`src/rtl/serial_rx_32bits.sv`:
```
// Serial-to-parallel receiver: 32 data bits LSB first plus one trailing parity bit.
// The assembled word and its parity flag are delivered with a one-cycle valid pulse.
module serial_rx_32bits #(
  parameter bit ODD_PARITY = 1'b0
) (
  input  logic        clk,
  input  logic        reset,
  input  logic        in_valid,
  input  logic        in_start,
  input  logic        in_bit,
  output logic [31:0] out_data,
  output logic        out_valid,
  output logic        out_perr,
  output logic        out_abort,
  output logic        busy
);

  typedef enum logic [1:0] {IDLE = 2'd0, DATA = 2'd1, PARITY = 2'd2} state_t;

  state_t      state, state_n;
  logic [4:0]  cnt, cnt_n;
  logic [31:0] sreg, sreg_n;
  logic [31:0] data_n;
  logic        valid_n, perr_n, abort_n;

  always_comb begin
    state_n = state;
    cnt_n   = cnt;
    sreg_n  = sreg;
    data_n  = out_data;
    perr_n  = out_perr;
    valid_n = 1'b0;
    abort_n = 1'b0;
    if (in_valid) begin
      if (in_start) begin
        // A start beat always begins a fresh frame, abandoning any partial one.
        abort_n = (state != IDLE);
        sreg_n  = {in_bit, sreg[31:1]};
        cnt_n   = 5'd1;
        state_n = DATA;
      end else begin
        case (state)
          DATA: begin
            sreg_n = {in_bit, sreg[31:1]};
            cnt_n  = cnt + 5'd1;
            if (cnt == 5'd31) state_n = PARITY;
          end
          PARITY: begin
            data_n  = sreg;
            perr_n  = (^sreg) ^ in_bit ^ ODD_PARITY;
            valid_n = 1'b1;
            state_n = IDLE;
          end
          default: ;
        endcase
      end
    end
  end

  always_ff @(posedge clk or posedge reset) begin
    if (reset) begin
      state     <= IDLE;
      cnt       <= 5'd0;
      sreg      <= 32'h0;
      out_data  <= 32'h0;
      out_perr  <= 1'b0;
      out_valid <= 1'b0;
      out_abort <= 1'b0;
      busy      <= 1'b0;
    end else begin
      state     <= state_n;
      cnt       <= cnt_n;
      sreg      <= sreg_n;
      out_data  <= data_n;
      out_perr  <= perr_n;
      out_valid <= valid_n;
      out_abort <= abort_n;
      busy      <= (state_n != IDLE);
    end
  end

endmodule

```
`config.mk`:
```
export PLATFORM = sky130hd
export DESIGN_NAME = serial_rx_32bits
export DESIGN_NICKNAME = d
export VERILOG_FILES = /design/src/rtl/serial_rx_32bits.sv
export SDC_FILE = /design/constraint.sdc
export NUM_CORES = 1
export LEC_CHECK = 0
export ABC_AREA = 1
export CAP_MARGIN = 20
export CELL_PAD_IN_SITES_DETAIL_PLACEMENT = 1
export CELL_PAD_IN_SITES_GLOBAL_PLACEMENT = 2
export CORE_MARGIN = 2
export CORE_UTILIZATION = 29
export CTS_CLUSTER_DIAMETER = 120
export DETAILED_ROUTE_END_ITERATION = 7
export PLACE_DENSITY = 0.84
export SLEW_MARGIN = 30
export SYNTH_ARGS = -nofsm -noshare
export SYNTH_HDL_FRONTEND = slang
export SYNTH_SLANG_ARGS = --single-unit
```
`constraint.sdc`:
```
create_clock -name clk -period 2.25 [get_ports clk]
set_input_delay 0.45 -clock clk [delete_from_list [all_inputs] [get_ports clk]]
set_output_delay 0.45 -clock clk [all_outputs]
set_load 0.01 [all_outputs]
```
==> results of run 1 <==
==> cells in the mapped netlist (all sizes together) <==
master,count
a21o,1
buf,7
nor3,4
or2,1
nand3,11
xor2,3
ha,5
inv,53
o21ai,69
nand2,184
nor2,12
a21oi,1
xnor2,4
a211oi,1
dfrtp,75
clkbuf,7
==> metal layers <==
metal,global-route usage (%),vias up,share of wire (%)
met5,0,-,0
met4,7.154,0,2.4
met3,2.089,14,2.4
met2,24.31,34,49
met1,17.38,1372,46
li1,-,1439,-
==> sequential cells by signal, indices dropped and copies added (netlist names) <==
| register | cells |
|---|---|
| out_data | 32 |
| sreg | 32 |
| cnt | 5 |
| state | 2 |
| busy | 1 |
| out_abort | 1 |
| out_perr | 1 |
| out_valid | 1 |
==> final cells by class <==
| cell class | instances | area, um^2 | share of cell area [%] |
|---|---|---|---|
| clock buffers | 11 | 242.7 | 5.510 |
| clock inverters | 5 | 100.1 | 2.272 |
| inverters | 53 | 202.7 | 4.601 |
| multi-input cells | 296 | 1321 | 29.99 |
| flip-flops and latches | 75 | 1877 | 42.60 |
| well taps | 143 | 178.9 | 4.061 |
| repair buffers | 46 | 483.0 | 10.96 |
==> through the flow <==
| stage | cells | total power [uW] | instance area (um^2) | worst slack (ns) | utilization [%] |
|---|---|---|---|---|---|
| 2_1_floorplan | 438 | 3628 | 3458 | 0.8486 | - |
| 3_5_place_dp | 613 | 4344 | 4063 | 0.2177 | 35.28 |
| 6_report | 629 | 5957 | 4405 | 0.5307 | 38.26 |
| 5_1_grt | 629 | 6533 | 4405 | 0.4246 | 38.26 |
| 3_3_place_gp | 613 | 4204 | 4063 | 0.2399 | 35.28 |
| 4_1_cts | 629 | 6057 | 4405 | 0.5221 | 38.26 |
==> worst min-delay path, stage by stage, from the launching register on <==
cell,delay [ns]
dfrtp_1,0.34
nand2_1,0.05
o21ai_0,0.06
==> power by group through the flow <==
stage,Combinational (uW),Sequential (uW),Clock (uW)
2_1_floorplan,1600,2020,0
3_3_place_gp,2170,2030,0
3_5_place_dp,2290,2050,0
4_1_cts,2320,2040,1700
5_1_grt,2680,2090,1760
6_report,2270,2030,1660
==> worst paths after layout <==
path,to,start,depth (start not counted)
max in group asynchronous,out_data[4],reset,3
worst max register to register,busy,cnt[0],8
worst max-delay path,out_data[7],out_data[7],1
worst min-delay path,out_data[24],out_data[24],2
worst min register to register,out_data[24],out_data[24],2
min in group asynchronous,out_data[23],reset,3
==> cell families after synthesis <==
family | after synthesis
AO/OA/AOI/OAI | 72
XOR/XNOR | 7
adder cells (fa/ha/maj) | 5
buffers and inverters | 67
flip-flops | 75
AND/OR/NAND/NOR | 212
==> results.yml, run 1 <==
status:
  status: "finished, violations left"
  violations: "DRC"
cells_and_area:
  final_layout_size_suffix_gt1_share_pct: 7.613
  fillers: 1388
  layout_common_cells: "nand2_1 (181), dfrtp_1 (75), o21ai_0 (69)"
  syn_to_final_growth_pct: 27.53
  antenna_cells: 0
  fin_nets: 491
  layout_commonest_cell: "nand2_1"
pwr:
  ir_worst_vdd_uv: 509.2
  p_clk_share_pct: 27.8
  p_per_area_mw_per_mm2: 1352
  p_switching_uw: 2273
  power.internal_uw: 3683
  power.leakage_uw: 0.002172
  pwr-share-comb_pct: 38.0
  switching_share_pct: 38.17
  p_seq_share_pct: 34.1
synth:
  avgSynthCellArea_um2: 7.887
  synthTopCellsByArea: "dfrtp_1 (54%), nand2_1 (20%), o21ai_0 (10%)"
  synth-compound-area-share_pct: 10.58
  synth_xor_area_share_pct: 1.775
  yosysSeqAreaShare_pct: 54.33
  ys_ff_latch: 75
  synth_cell_type_count: 21
  yosys-mux-area-fraction_pct: 0
  synth_top_family_by_area: "simple AND/OR/NAND/NOR gates"
  netlist_area_mm2: 0.003455
  syn-instance-count: 438
  synth_nets: 448
  synth_fa_ha_area_share_pct: 1.811
  yosys_warnings: 0
  synth_top_area_share_pct: 54.33
  yosys.area_share.simple_pct: 23.87
  synth_top_area_cell: "dfrtp_1"
timing:
  fin_crit_sh_pct: 76.41
  drv_slew: 0
  clock_skew_ns: 0.004056
  slew_headroom_pct: 72.72
  hold_violations: 0
  fmax_mhz: 581.6
  finalSetupTns_ns: 0
  setup_violations: 0
  period_needed_ns: 1.719
  rsz0062_at_grt: "false"
  worstMarginPinSlew_ns: 0.4092
  hold-worst-slack_ns: 0.4832
critical_path:
  path_max_fanout: 2
  cpMaxStageDelayCell: "clkdlybuf4s50_1"
  critPathArrivalTime_ns: 1.27
  setup.worst_path.class: "flip-flop to output pin"
  crit_path_end_kind: "output pin"
  crit_path_max_incr_delay_ns: 0.55
  required_ns: 1.80
  path_cells: "clkdlybuf4s50_1"
  cp_top_family: "buffers and inverters"
  startpoint_type: "flip-flop"
  crit_buf_inv: 1
  regToRegSetupSlack_ns: 0.58
detailed_routing:
  drt_iter0_drc: 98
  wl_um: 8216
  drc: 4
  dr.pass1.iters: 5
  viasPerCell: 4.545
  wl_per_cell_um: 13.06
  vias: 2859
  ant_nets: 0
floorplanning:
  core_mm2: 0.01152
  start_util_pct: 30.00
  dieArea_mm2: 0.01280
  rows: 39
  die_x_um: 113.1
  ios: 41
  die_y_um: 113.1
clocking:
  max-clock-path-buffers: 2
  htreeDepth: 3
  numCtsBuffers: 9
  cts-root-buf: "clkbuf_16"
  clk_latency_ns: 0.33
  post_cts_resized: 0
  cts_tree: "done"
  post_cts_buffers: 0
  clk_pin_slew_ns: 0.06
  clock_sinks: 75
  holdBufCountCts: 0
place:
  dp_hpwl_um: 5823
  gp_congestion: 0.7193
  port_buffers: 40
grt:
  track_usage_pct: 14.17
  grt_pass1_wl_um: 14520
  overflow: 0
  grt_max_degree: 76
  grt_pass1_vias: 3181
  antenna_found_initial: 0
flow_run:
  max_cap_violations: 0
hold_path:
  hold_path.class: "flip-flop to flip-flop"
Power figures use the tool's default switching activity.
==> run 2: changes to the inputs <==
==> constraint.sdc (replaced) <==
create_clock -name clk -period 1.4 [get_ports clk]
set_input_delay 0.28 -clock clk [delete_from_list [all_inputs] [get_ports clk]]
set_output_delay 0.28 -clock clk [all_outputs]
set_load 0.01 [all_outputs]
==> results.yml, run 2 (synthesized netlist as in run 1, its figures left out) <==
clocking:
  cts-root-buf: "clkbuf_16"
  max-clock-path-buffers: 2
  cts_tree: "done"
  clk_latency_ns: 0.34
  numCtsBuffers: 9
  htreeDepth: 3
  clock_sinks: 75
  holdBufCountCts: 0
  clk_pin_slew_ns: 0.06
detailed_routing:
  drc: 0
  viasPerCell: 4.533
  dr.pass1.iters: 4
  wl_um: 8974
  wl_per_cell_um: 13.33
  drt_iter0_drc: 112
  vias: 3051
  ant_nets: 0
timing:
  period_needed_ns: 1.494
  worstMarginPinSlew_ns: 0.3291
  rsz0062_at_grt: "true"
  setup_violations: 2
  drv_slew: 0
  fin_crit_sh_pct: 106.7
  hold_violations: 0
  fmax_mhz: 669.3
  clock_skew_ns: 0.006891
  slew_headroom_pct: 78.02
  setup_slack_ns: -0.09400
critical_path:
  timing.rr.start: "sreg[14]"
  reg2reg_to: "out_perr"
  setup.worst_path.class: "flip-flop to flip-flop"
  critPathLaunch: "sreg[14]"
  startpoint_type: "flip-flop"
  required_ns: 1.62
  reg2regPathDepth: 13
  endpoint: "out_perr"
  crit_path_end_kind: "flip-flop"
  critPathArrivalTime_ns: 1.72
  regToRegSetupSlack_ns: -0.09
  path_max_fanout: 4
grt:
  overflow: 0
  grt_pass1_vias: 3157
  grt_max_degree: 37
  antenna_found_initial: 0
  track_usage_pct: 14.04
  grt_pass1_wl_um: 14430
pwr:
  p_seq_share_pct: 32.4
  switching_share_pct: 39.81
  p_switching_uw: 4060
  power.leakage_uw: 0.002548
  pwr-share-comb_pct: 45.1
  power.internal_uw: 6140
  p_clk_share_pct: 22.6
  p_per_area_mw_per_mm2: 2109
  ir_worst_vdd_uv: 723.3
cells_and_area:
  antenna_cells: 0
  fin_nets: 535
  fin_cells: 673
  syn_to_final_growth_pct: 39.99
  final_layout_size_suffix_gt1_share_pct: 21.13
  layout_commonest_cell: "nand2_1"
  layout_common_cells: "nand2_1 (173), dfrtp_1 (74), o21ai_0 (65)"
  largestRegisters: "out_data (32), sreg (32), cnt (5)"
floorplanning:
  ios: 41
  die_y_um: 113.1
  rows: 39
  core_mm2: 0.01152
  dieArea_mm2: 0.01280
  start_util_pct: 30.00
  die_x_um: 113.1
place:
  dp_hpwl_um: 5920
  dp.cells: 640
  port_buffers: 40
  place_ws_ns: -0.2900
  gp_congestion: 0.7636
hold_path:
  hold_path.class: "primary input to asynchronous set/reset pin"
status:
  violations: "setup timing"
  status: "finished, violations left"
flow_run:
  max_cap_violations: 0
-- run 2: power groups by stage --
stage                     logic, uW  registers, uW  clock network [uW]
after floorplan                2580           3250                   0
after global placement         3900           3270                   0
after detailed placement       4090           3300                   0
after CTS                      4130           3270                2380
after global routing           5310           3390                2470
final                          4600           3300                2300
-- run 2: metrics by stage --
step	hold WS (ns)	utilization [%]	area (um^2)	TNS [ns]	total power (uW)
floorplan	0.4010	-	3466	0	5836
global placement	0.4645	37.32	4298	-9.298	7166
detailed placement	0.4717	37.32	4298	-13.11	7388
CTS	0.2284	39.88	4593	-0.6791	9784
global route	0.2406	41.99	4836	-0.4780	11160
finish	0.2328	41.99	4836	-0.1822	10200
-- run 2: final cells by class --
cell class	count	area, um^2
clock buffers	11	242.7
repair buffers	89	844.6
flip-flops and latches	75	1878
clock inverters	5	52.55
fillers	1389	6680
well taps	143	178.9
multi-input cells	297	1436
inverters	53	202.7
-- run 2: how the worst min path moves through the flow --
stage / from / end / slack [ns] / cells after the start
3_3_place_gp: out_data[17] / out_data[17] / 0.46 / 2
4_1_cts: reset / out_abort / 0.23 / 2
2_1_floorplan: in_bit / sreg[31] / 0.40 / 2
3_5_place_dp: out_data[16] / out_data[16] / 0.47 / 2
6_report: reset / out_abort / 0.23 / 2
5_1_grt: reset / out_abort / 0.24 / 2
-- run 2: per-layer routing --
layer / global-route usage [%] / share of wire, %
met5: 0 / 0
met2: 24.99 / 51
met1: 16.64 / 44
met3: 2.892 / 2.6
met4: 5.366 / 2.3
-- run 2: worst max-delay path, stage by stage (launching register included) --
cell     delay [ns]
dfrtp_1        0.42
buf_4          0.15
nand2_1        0.05
nand2_1        0.07
nand2_1        0.06
nand2_1        0.06
nand2_2        0.07
nand2_2        0.05
inv_1          0.05
nand2_1        0.06
nand2_2        0.06
nand3_1        0.10
nand3_1        0.10
nand2_1        0.05
-- run 2: timing repair --
item	4_1_cts	5_1_grt
hold endpoints to repair	0	0
setup endpoints to repair	46	54
resized for setup	49	28
setup buffers	2	11
cloned	0	4
pin swaps	5	7
